$ cat src/rtl/game_screen_sequencer.sv
// Game screen state owner: join registration, race start, winner latch and return to JOIN.
// Optional start countdown (3,2,1) enabled by defining GAME_COUNTDOWN_EN.
module game_screen_sequencer #(
  parameter int NUM_PLAYERS            = 4,
  parameter int JOIN_TIMEOUT_CLK_COUNT = 1,
  parameter int COUNTDOWN_CLK_COUNT    = 1
) (
  input  logic                   clk,
  input  logic                   rst_n,
  input  logic [NUM_PLAYERS-1:0] player_buttons,
  input  logic [NUM_PLAYERS-1:0] player_finished,
  input  logic                   trigger_reset_all,
  output logic [1:0]             current_screen,
  output logic [NUM_PLAYERS-1:0] joined,
  output logic                   race_enable,
  output logic [NUM_PLAYERS-1:0] winner,
  output logic [1:0]             countdown_value
);

  typedef enum logic [1:0] {
    SCR_JOIN    = 2'b00,
    SCR_PLAYING = 2'b01,
    SCR_END     = 2'b10
  } screen_e;

  localparam int TW = (JOIN_TIMEOUT_CLK_COUNT > 1) ? $clog2(JOIN_TIMEOUT_CLK_COUNT) : 1;
  localparam logic [TW-1:0] TIMER_LAST = TW'(JOIN_TIMEOUT_CLK_COUNT - 1);
  localparam logic [NUM_PLAYERS-1:0] ALL_JOINED = {NUM_PLAYERS{1'b1}};

  screen_e                state_r;
  logic [TW-1:0]          timer_r;
  logic [NUM_PLAYERS-1:0] prev_r;
  logic [NUM_PLAYERS-1:0] press_s;
  logic [NUM_PLAYERS-1:0] joined_nxt_s;
  logic [NUM_PLAYERS-1:0] finish_s;
  logic                   start_s;

  function automatic logic [NUM_PLAYERS-1:0] lowest_one(input logic [NUM_PLAYERS-1:0] v);
    lowest_one = v & (~v + NUM_PLAYERS'(1));
  endfunction

  // Full mask is judged on the mask being written this cycle so start lands with the last join.
  always_comb begin
    press_s      = player_buttons & ~prev_r;
    joined_nxt_s = joined | press_s;
    finish_s     = player_finished & joined;
    if (joined_nxt_s == ALL_JOINED) begin
      start_s = 1'b1;
    end else if ((joined != '0) && (timer_r == TIMER_LAST)) begin
      start_s = 1'b1;
    end else begin
      start_s = 1'b0;
    end
  end

  assign current_screen = state_r;

`ifdef GAME_COUNTDOWN_EN
  localparam int SW = (COUNTDOWN_CLK_COUNT > 1) ? $clog2(COUNTDOWN_CLK_COUNT) : 1;
  localparam logic [SW-1:0] STEP_LAST = SW'(COUNTDOWN_CLK_COUNT - 1);
  logic          counting_r;
  logic [SW-1:0] step_r;
`else
  assign countdown_value = 2'b00;
`endif

  // Screen FSM with all registered outputs and button history.
  always_ff @(posedge clk or negedge rst_n) begin
    if (!rst_n) begin
      state_r     <= SCR_JOIN;
      joined      <= '0;
      race_enable <= 1'b0;
      winner      <= '0;
      timer_r     <= '0;
      prev_r      <= '1;
`ifdef GAME_COUNTDOWN_EN
      counting_r      <= 1'b0;
      step_r          <= '0;
      countdown_value <= 2'b00;
`endif
    end else begin
      prev_r <= player_buttons;
      case (state_r)
        SCR_JOIN: begin
`ifdef GAME_COUNTDOWN_EN
          if (counting_r) begin
            if (step_r == STEP_LAST) begin
              step_r <= '0;
              if (countdown_value == 2'd1) begin
                countdown_value <= 2'd0;
                counting_r      <= 1'b0;
                state_r         <= SCR_PLAYING;
                race_enable     <= 1'b1;
              end else begin
                countdown_value <= countdown_value - 2'd1;
              end
            end else begin
              step_r <= step_r + SW'(1);
            end
          end else if (start_s) begin
            joined          <= joined_nxt_s;
            counting_r      <= 1'b1;
            step_r          <= '0;
            countdown_value <= 2'd3;
          end else begin
            joined <= joined_nxt_s;
            if (joined != '0) begin
              timer_r <= timer_r + TW'(1);
            end
          end
`else
          joined <= joined_nxt_s;
          if (start_s) begin
            state_r     <= SCR_PLAYING;
            race_enable <= 1'b1;
          end else if (joined != '0) begin
            timer_r <= timer_r + TW'(1);
          end
`endif
        end
        SCR_PLAYING: begin
          if (finish_s != '0) begin
            winner      <= lowest_one(finish_s);
            state_r     <= SCR_END;
            race_enable <= 1'b0;
          end
        end
        SCR_END: begin
          if (trigger_reset_all) begin
            state_r <= SCR_JOIN;
            joined  <= '0;
            winner  <= '0;
            timer_r <= '0;
          end
        end
        default: begin
          state_r     <= SCR_JOIN;
          joined      <= '0;
          race_enable <= 1'b0;
          winner      <= '0;
          timer_r     <= '0;
`ifdef GAME_COUNTDOWN_EN
          counting_r      <= 1'b0;
          step_r          <= '0;
          countdown_value <= 2'b00;
`endif
        end
      endcase
    end
  end

endmodule

$ cat config.mk
export PLATFORM = sky130hd
export DESIGN_NAME = game_screen_sequencer
export DESIGN_NICKNAME = d
export VERILOG_FILES = /design/src/rtl/game_screen_sequencer.sv
export SDC_FILE = /design/constraint.sdc
export NUM_CORES = 1
export LEC_CHECK = 0
export BUFFER_PORTS_ARGS = -buffer_cell sky130_fd_sc_hd__buf_2
export CORE_MARGIN = 2
export CORE_UTILIZATION = 51
export DETAILED_ROUTE_END_ITERATION = 10
export PLACE_DENSITY_LB_ADDON = 0.15
export SLEW_MARGIN = 20
export SYNTH_ARGS = -nofsm -noshare
export SYNTH_HDL_FRONTEND = slang
export SYNTH_SLANG_ARGS = --single-unit
$ cat constraint.sdc
create_clock -name clk -period 3.22 [get_ports clk]
set_input_delay 0.483 -clock clk [delete_from_list [all_inputs] [get_ports clk]]
set_output_delay 0.483 -clock clk [all_outputs]
set_load 0.01 [all_outputs]
### After elaboration in Yosys (flattened, before gate mapping)

Cells that the tools add are included.

* bits in registers: 16
* bits in latches: 0
* RAM bits: 0
* ROM bits: 0
* input bits: 11
* output and inout port bits: 13
* word-level logic and storage cells: 52
* memories: 0

* add/sub/neg operators: 2
* $mul: 0
* div/mod/pow operators: 0
* order comparisons: 0
* equality and inequality tests: 8
* shifts and indexed selects: 0
* muxes and demuxes: 17
* bitwise logic cells: 10
* reduce and logical (&&, ||, !) cells: 9

Operator list (number)
* $pmux W4 S3: 2
* $and A4 B4 Y4: 3
* $ne A2 B2 Y1 const B: 5
* $reduce_and A3 Y1: 3
* $mux W4: 2
* $not A4 Y4: 2
* $reduce_bool A4 Y1: 2
* $mux W1: 7
* $mux W2: 3
* $pmux W1 S3: 2
* $pmux W2 S3: 1
* $add A4 B1 Y4 const B: 1
* $eq A4 B4 Y1 const B: 1
* $not A1 Y1: 4
* $or A4 B4 Y4: 1
* $reduce_and A4 Y1: 1
* $eq A2 B1 Y1 const B: 1
* $eq A2 B2 Y1 const B: 1
* $logic_not A2 Y1: 1
* $reduce_and A2 Y1: 1
* $add A1 B1 Y1 const B: 1
* $logic_and A1 B1 Y1: 1

### Logic depth before layout (Yosys ltp)

Gate-level depths: netlist of the first run.

* depth in word-level cells: 7
* gate-level depth with buffers: 4
* mapped depth without buffers: 4

### Worst setup path before layout of the first run

Ideal clock, no wire load.

* path type: in2reg
* start point: input player_buttons[0]
* end point: register timer_r
* setup time: 0.126 ns
* data arrival time: 1.142 ns
* data required time: 3.094 ns
* path slack: 1.952 ns
* stages: 4
* cell sequence: nor2b_1 > o22ai_1 > nor2_1 > o311a_1

* longest elaborated chain between the ends: 6

RTL lines
* start: declaration: line 10 `input logic [NUM_PLAYERS-1:0] player_buttons,`
* $and A4 B4 Y4: line 44 `press_s = player_buttons & ~prev_r;`
* $or A4 B4 Y4: line 45 `joined_nxt_s = joined | press_s;`
* $eq A4 B4 Y1: line 47 `if (joined_nxt_s == ALL_JOINED) begin`
* $mux W1: line 47
* $ne A2 B2 Y1 (no line)
* $reduce_and A4 Y1 (no line)
* end signal: assignment: line 117 `timer_r <= timer_r + TW'(1);`
* end: declaration: line 31 `logic [TW-1:0] timer_r;`

No other way between the ends.
A chain may end at the register's enable or synchronous reset.

### Final worst setup path of the first run

* start point: register state_r[1] (netlist: current_screen[1])
* end point: output current_screen[1]

RTL lines
* start: declaration: line 30 `screen_e state_r;`
* start signal: assignment: line 70 `state_r <= SCR_JOIN;`
* start signal: assignment: line 114 `state_r <= SCR_PLAYING;`
* start signal: assignment: line 124 `state_r <= SCR_END;`
* end: declaration: line 13 `output logic [1:0] current_screen,`

No word-level cell between the ends.

==> flow_metrics.tcl, run 1 <==
set metrics [dict create \
    status "completed" \
    cap_violations 0 \
    synth_cell_types 26 \
    finalCriticalPeriod_ns 1.45 \
    placeableCoreArea_um2 1320 \
    peakVddDrop_mv 0.218 \
    crit_path_start_kind "register" \
    cts-buffers-inserted 3 \
    hp-class "input port to asynchronous set/reset pin" \
    syn_area_per_cell_um2 10.8 \
    die_w_um 41.7 \
    rows 13 \
    wirelength_mm 1.35 \
    vias 589 \
    r2r_end "winner[3]$_DFFE_PN0P_" \
    ys_ff_latch 16 \
    synth_area_leaders "dfrtp_1 42%, dfstp_2 15%, nand2_1 5.7%" \
    finalSetupViolations 0 \
    worstPathArrival_ns 0.96 \
    antenna_found_initial 0 \
    finalWorstSetupSlack_ns 1.78 \
    yosysTopAreaCellShare_pct 41.5 \
    netlist_area_um2 723 \
    place_ws_ns 1.80 \
    r2r-start "current_screen[1]$_DFFE_PN0P_" \
    cts_root_buf "clkbuf_4" \
    p_leak_nw 0.402 \
    grt_setup_unrepaired "no" \
    ctsHoldBuffers 0 \
    initial_core_util_pct 54.9 \
    yosysSeqAreaShare_pct 56.1 \
    yosys_warnings 0 \
    drc_errors 0 \
    vias_per_cell 5.61 \
    fin_area_um2 858 \
    dieHeight_um 41.7 \
    grt_pass1_wl_mm 2.39 \
    finalHoldViolCount 0 \
    drv_slew 0 \
    path_buf_inv 1 \
    cp_data_required_time_ns 2.74 \
    place_area_um2 836 \
    htreeDepth 1 \
    reg2reg_depth 4 \
    area_growth_pct 18.7 \
    slowest_stage "dfrtp_1" \
    crit_chain "buf_2" \
    power_density_nw_per_um2 374 \
    cts.path.max_buffers 2 \
    post-route-period-util_pct 44.9 \
    worst_setup_path_end_kind "primary output" \
    crit_family "flip-flops" \
    antenna_cells 0 \
    fmax_ghz 0.692 \
    path_class "register to primary output" \
    cts_resized 0 \
    critical_path.max_stage_delay_ns 0.50 \
    drive_gt1_share_pct 37.8 \
    routedWlPerCell_um 12.9 \
    grt_overflow 0 \
    finalClockSkew_ns 0.00206 \
    hpwlAfterDp_mm 1.06 \
    firstDrtPassIters 4 \
    grt_usage_pct 18.4 \
    port_buffers 21 \
    clk_pin_slew_ns 0.08 \
    r2r_slack_ns 1.94 \
    startpoint "current_screen[1]$_DFFE_PN0P_" \
    nets 103 \
    ios 24 \
    path_max_fanout 10 \
    drt_iter0_markers 7 \
    syn_inst 67 \
    fillerInstances 114 \
    drtAntennaViolNets 0 \
    globalplace.congestion 0.768 \
    worst-path-stages 1 \
    clkLatencyLatePin_ns 0.28 \
    multi_input_area_um2 299 \
    post_cts_buffers 0 \
    cts_tree "done" \
    cts.sinks 16 \
    grt_pass1_vias 558 \
    synth_top_cell_by_area "dfrtp_1" \
    final-seq-area_um2 405 \
    grt_max_degree 17 \
    finish.utilization_pct 65.1 \
    die_area_um2 1740 \
    setup_tns_ns 0 \
    report.power.total_mw 0.321 \
]
[worst max path at each step]
stage                                endpoint  slack (ns)
final                       current_screen[1]        1.78
after global placement    timer_r$_DFFE_PN0P_        1.81
after floorplan           timer_r$_DFFE_PN0P_        1.95
after CTS                   current_screen[1]        1.78
after global routing        current_screen[1]        1.72
after detailed placement  timer_r$_DFFE_PN0P_        1.80
[power breakdown]
group,switching [mW],internal [mW]
registers,0.000724,0.205
logic,0.00944,0.00609
clock network,0.0563,0.0434
[registers in the layout, summed over array words and instances, names as in the netlist]
signal,flops
race_enable,1
timer_r,1
joined,4
current_screen,2
winner,4
prev_r,4
[placed cells by master, fill, tap and decap left out, types with 2 or more instances in the layout]
| cell | n |
|---|---|
| conb_1 | 2 |
| o22ai_1 | 2 |
| o2bb2ai_1 | 2 |
| dfstp_2 | 4 |
| o21ai_0 | 5 |
| buf_2 | 21 |
| nor2_1 | 2 |
| nor2b_1 | 4 |
| dfrtp_1 | 12 |
| nand2_1 | 11 |
| a21oi_1 | 7 |
| clkbuf_4 | 3 |
[layer usage]
metal	global-route usage, %	share of wire, %	up-vias
met2	27.8	43	23
met5	0	0	-
met4	9.68	2.7	0
met3	4.35	5.5	5
met1	24.6	48	277
li1	-	-	284
[area by class of cell]
| type | count | share of cell area [%] |
|---|---|---|
| inverter | 2 | 0.875 |
| multi-input combinational | 48 | 34.8 |
| timing repair buffer | 21 | 12.2 |
| sequential | 16 | 47.2 |
| tap | 15 | 2.19 |
| clock buffer | 3 | 2.62 |
[Yosys cell counts]
library cell	number
nor2b_1	4
o22ai_1	2
o2bb2ai_1	2
a21boi_1	1
inv_2	1
nand2_4	1
dfstp_2	4
conb_1	1
nand4b_4	1
inv_1	1
a21oi_1	7
o21ai_0	5
a22o_1	1
buf_4	2
o22a_1	1
or2_1	1
nand2_1	11
a22oi_2	1
dfrtp_1	12
o21ai_1	1
a32o_2	1
nor4_1	1
o311a_1	1
nor2_1	2
nand2b_2	1
a21boi_0	1
[logic make-up (layout without fill, tap and decap cells)]
kind of cell | count (synthesis) | in the layout | share of synthesized area (%)
DFF | 16 | 16 | 56.1
and+or+nand+nor | 22 | 22 | 18.0
AOI/OAI and AO/OA | 24 | 24 | 22.3
other | 1 | 2 | 0.519
buffers and inverters | 4 | 26 | 3.11
[metrics by stage]
stage	std cells	hold slack, ns
2_1_floorplan	68	0.187
3_3_place_gp	102	0.409
3_5_place_dp	102	0.411
4_1_cts	105	0.106
5_1_grt	105	0.114
6_report	105	0.0924
Note: power is estimated with default switching activity, not from simulation.
==> run 2: changes to the inputs <==
Settings changed: CORE_UTILIZATION 51 to 43.
Clock period 3.22 ns to 1.2 ns, I/O delays scaled along.
==> flow_metrics.tcl, run 2 (same netlist as run 1, synthesis figures left out) <==
set metrics [dict create \
    r2r-start "prev_r[0]$_DFF_PN1_" \
    place_inst 109 \
    final_common_cell "buf_2" \
    most-common-layout-cells "21 x buf_2, 11 x nand2_1, 8 x dfrtp_1" \
    port_buffers 21 \
    worst_setup_path_end_kind "register" \
    die_w_um 45.0 \
    r2r_slack_ns -0.0009 \
    hold_end "winner[1]$_DFFE_PN0P_" \
    drtAntennaViolNets 0 \
    power_density_nw_per_um2 936 \
    post-route-period-util_pct 100 \
    routedWlPerCell_um 12.9 \
    cap_violations 0 \
    finalHoldViolCount 0 \
    finalSetupViolations 1 \
    finalWorstSetupSlack_ns -0.000896 \
    cts.sinks 16 \
    hp-class "input port to register" \
    globalplace.congestion 0.753 \
    clk_pin_slew_ns 0.09 \
    path_max_fanout 2 \
    dieHeight_um 45.0 \
    p_leak_nw 0.486 \
    wirelength_mm 1.55 \
    firstDrtPassIters 4 \
    placeableCoreArea_um2 1540 \
    r2r_end "timer_r$_DFFE_PN0P_" \
    fmax_ghz 0.833 \
    ios 24 \
    cp_data_required_time_ns 1.38 \
    vias 630 \
    top_regs "joined (4), prev_r (4), winner (4)" \
    die_area_um2 2030 \
    reg2reg_depth 4 \
    grt_setup_unrepaired "yes" \
    crit_path_start_kind "register" \
    status "finished, violations left" \
    area_growth_pct 42.9 \
    path_class "register to register" \
    fin_cells 120 \
    rows 14 \
    cts-buffers-inserted 3 \
    cts_tree "done" \
    grt_overflow 0 \
    drv_slew 0 \
    place_ws_ns -0.0422 \
    cts.path.max_buffers 2 \
    min_from "player_finished[1]" \
    clkLatencyLatePin_ns 0.28 \
    grt_pass1_wl_mm 2.42 \
    antenna_cells 0 \
    grt_usage_pct 17.3 \
    hold_depth 2 \
    nets 116 \
    peakVddDrop_mv 0.553 \
    hpwlAfterDp_mm 1.07 \
    vias_per_cell 5.25 \
    antenna_found_initial 0 \
    report.power.total_mw 0.967 \
    finalClockSkew_ns 0.00120 \
    htreeDepth 1 \
    worstPathArrival_ns 1.38 \
    drc_errors 0 \
    drive_gt1_share_pct 52.9 \
    grt_pass1_vias 544 \
    setup_tns_ns -0.000896 \
    violations "negative setup slack" \
    finalCriticalPeriod_ns 1.20 \
    grt_max_degree 17 \
    drt_iter0_markers 4 \
    initial_core_util_pct 46.9 \
    cts_root_buf "clkbuf_4" \
]
==> run 2: stage by stage <==
stage          cell area [um2]  hold WS [ns]  util (%)
5_1_grt                   1030         0.182      67.0
3_5_place_dp               882         0.114      57.2
3_3_place_gp               882         0.111      57.2
4_1_cts                    995         0.177      64.5
6_report                  1030         0.180      67.0
2_1_floorplan              727        -0.116         -
==> run 2: final cells by class <==
cell class	instances	area [um2]
Fill cell	118	508
Sequential cell	16	410
Multi-Input combinational cell	48	340
Timing Repair Buffer	34	219
Clock buffer	4	36.3
Tap cell	16	20.0
Inverter	2	7.51
==> run 2: worst max-delay path, stage by stage (launching register included) <==
cell and delay (ns):
dfstp_2 0.53, nor2b_2 0.04, o22ai_1 0.18, nor2_1 0.06, o311a_1 0.28
==> run 2: report_power, final <==
| part | total, mW | leakage, nW | switching [mW] | internal (mW) |
|---|---|---|---|---|
| Sequential | 0.553 | 0.187 | 0.00247 | 0.551 |
| Clock | 0.355 | 0.0210 | 0.170 | 0.185 |
| Combinational | 0.0594 | 0.277 | 0.0295 | 0.0299 |
| Total | 0.967 | 0.486 | 0.202 | 0.765 |
==> run 2: worst max-delay path by stage <==
| stage | start | endpoint | slack (ns) | depth (start not counted) |
|---|---|---|---|---|
| floorplan | prev_r[0]$_DFF_PN1_ | timer_r$_DFFE_PN0P_ | -0.0008 | 4 |
| global placement | prev_r[2]$_DFF_PN1_ | timer_r$_DFFE_PN0P_ | -0.04 | 4 |
| detailed placement | prev_r[2]$_DFF_PN1_ | timer_r$_DFFE_PN0P_ | -0.04 | 4 |
| CTS | prev_r[2]$_DFF_PN1_ | timer_r$_DFFE_PN0P_ | -0.01 | 4 |
| global route | joined[1]$_DFFE_PN0P_ | winner[2]$_DFFE_PN0P_ | -0.05 | 4 |
| finish | prev_r[0]$_DFF_PN1_ | timer_r$_DFFE_PN0P_ | -0.0009 | 4 |
==> run 2: metal layers <==
metal | wire [um] | track usage, %
met2 | 714 | 25.4
met5 | 0 | 0
met1 | 748 | 23.9
met4 | 33 | 10.6
met3 | 54 | 2.40
==> run 2: what timing repair did <==
item,in CTS,in global routing
hold buffers,5,0
resized for setup,5,9
buffers inserted,1,1
endpoints found under the hold margin,16,0
pin swaps,3,3
setup endpoints to repair,3,14
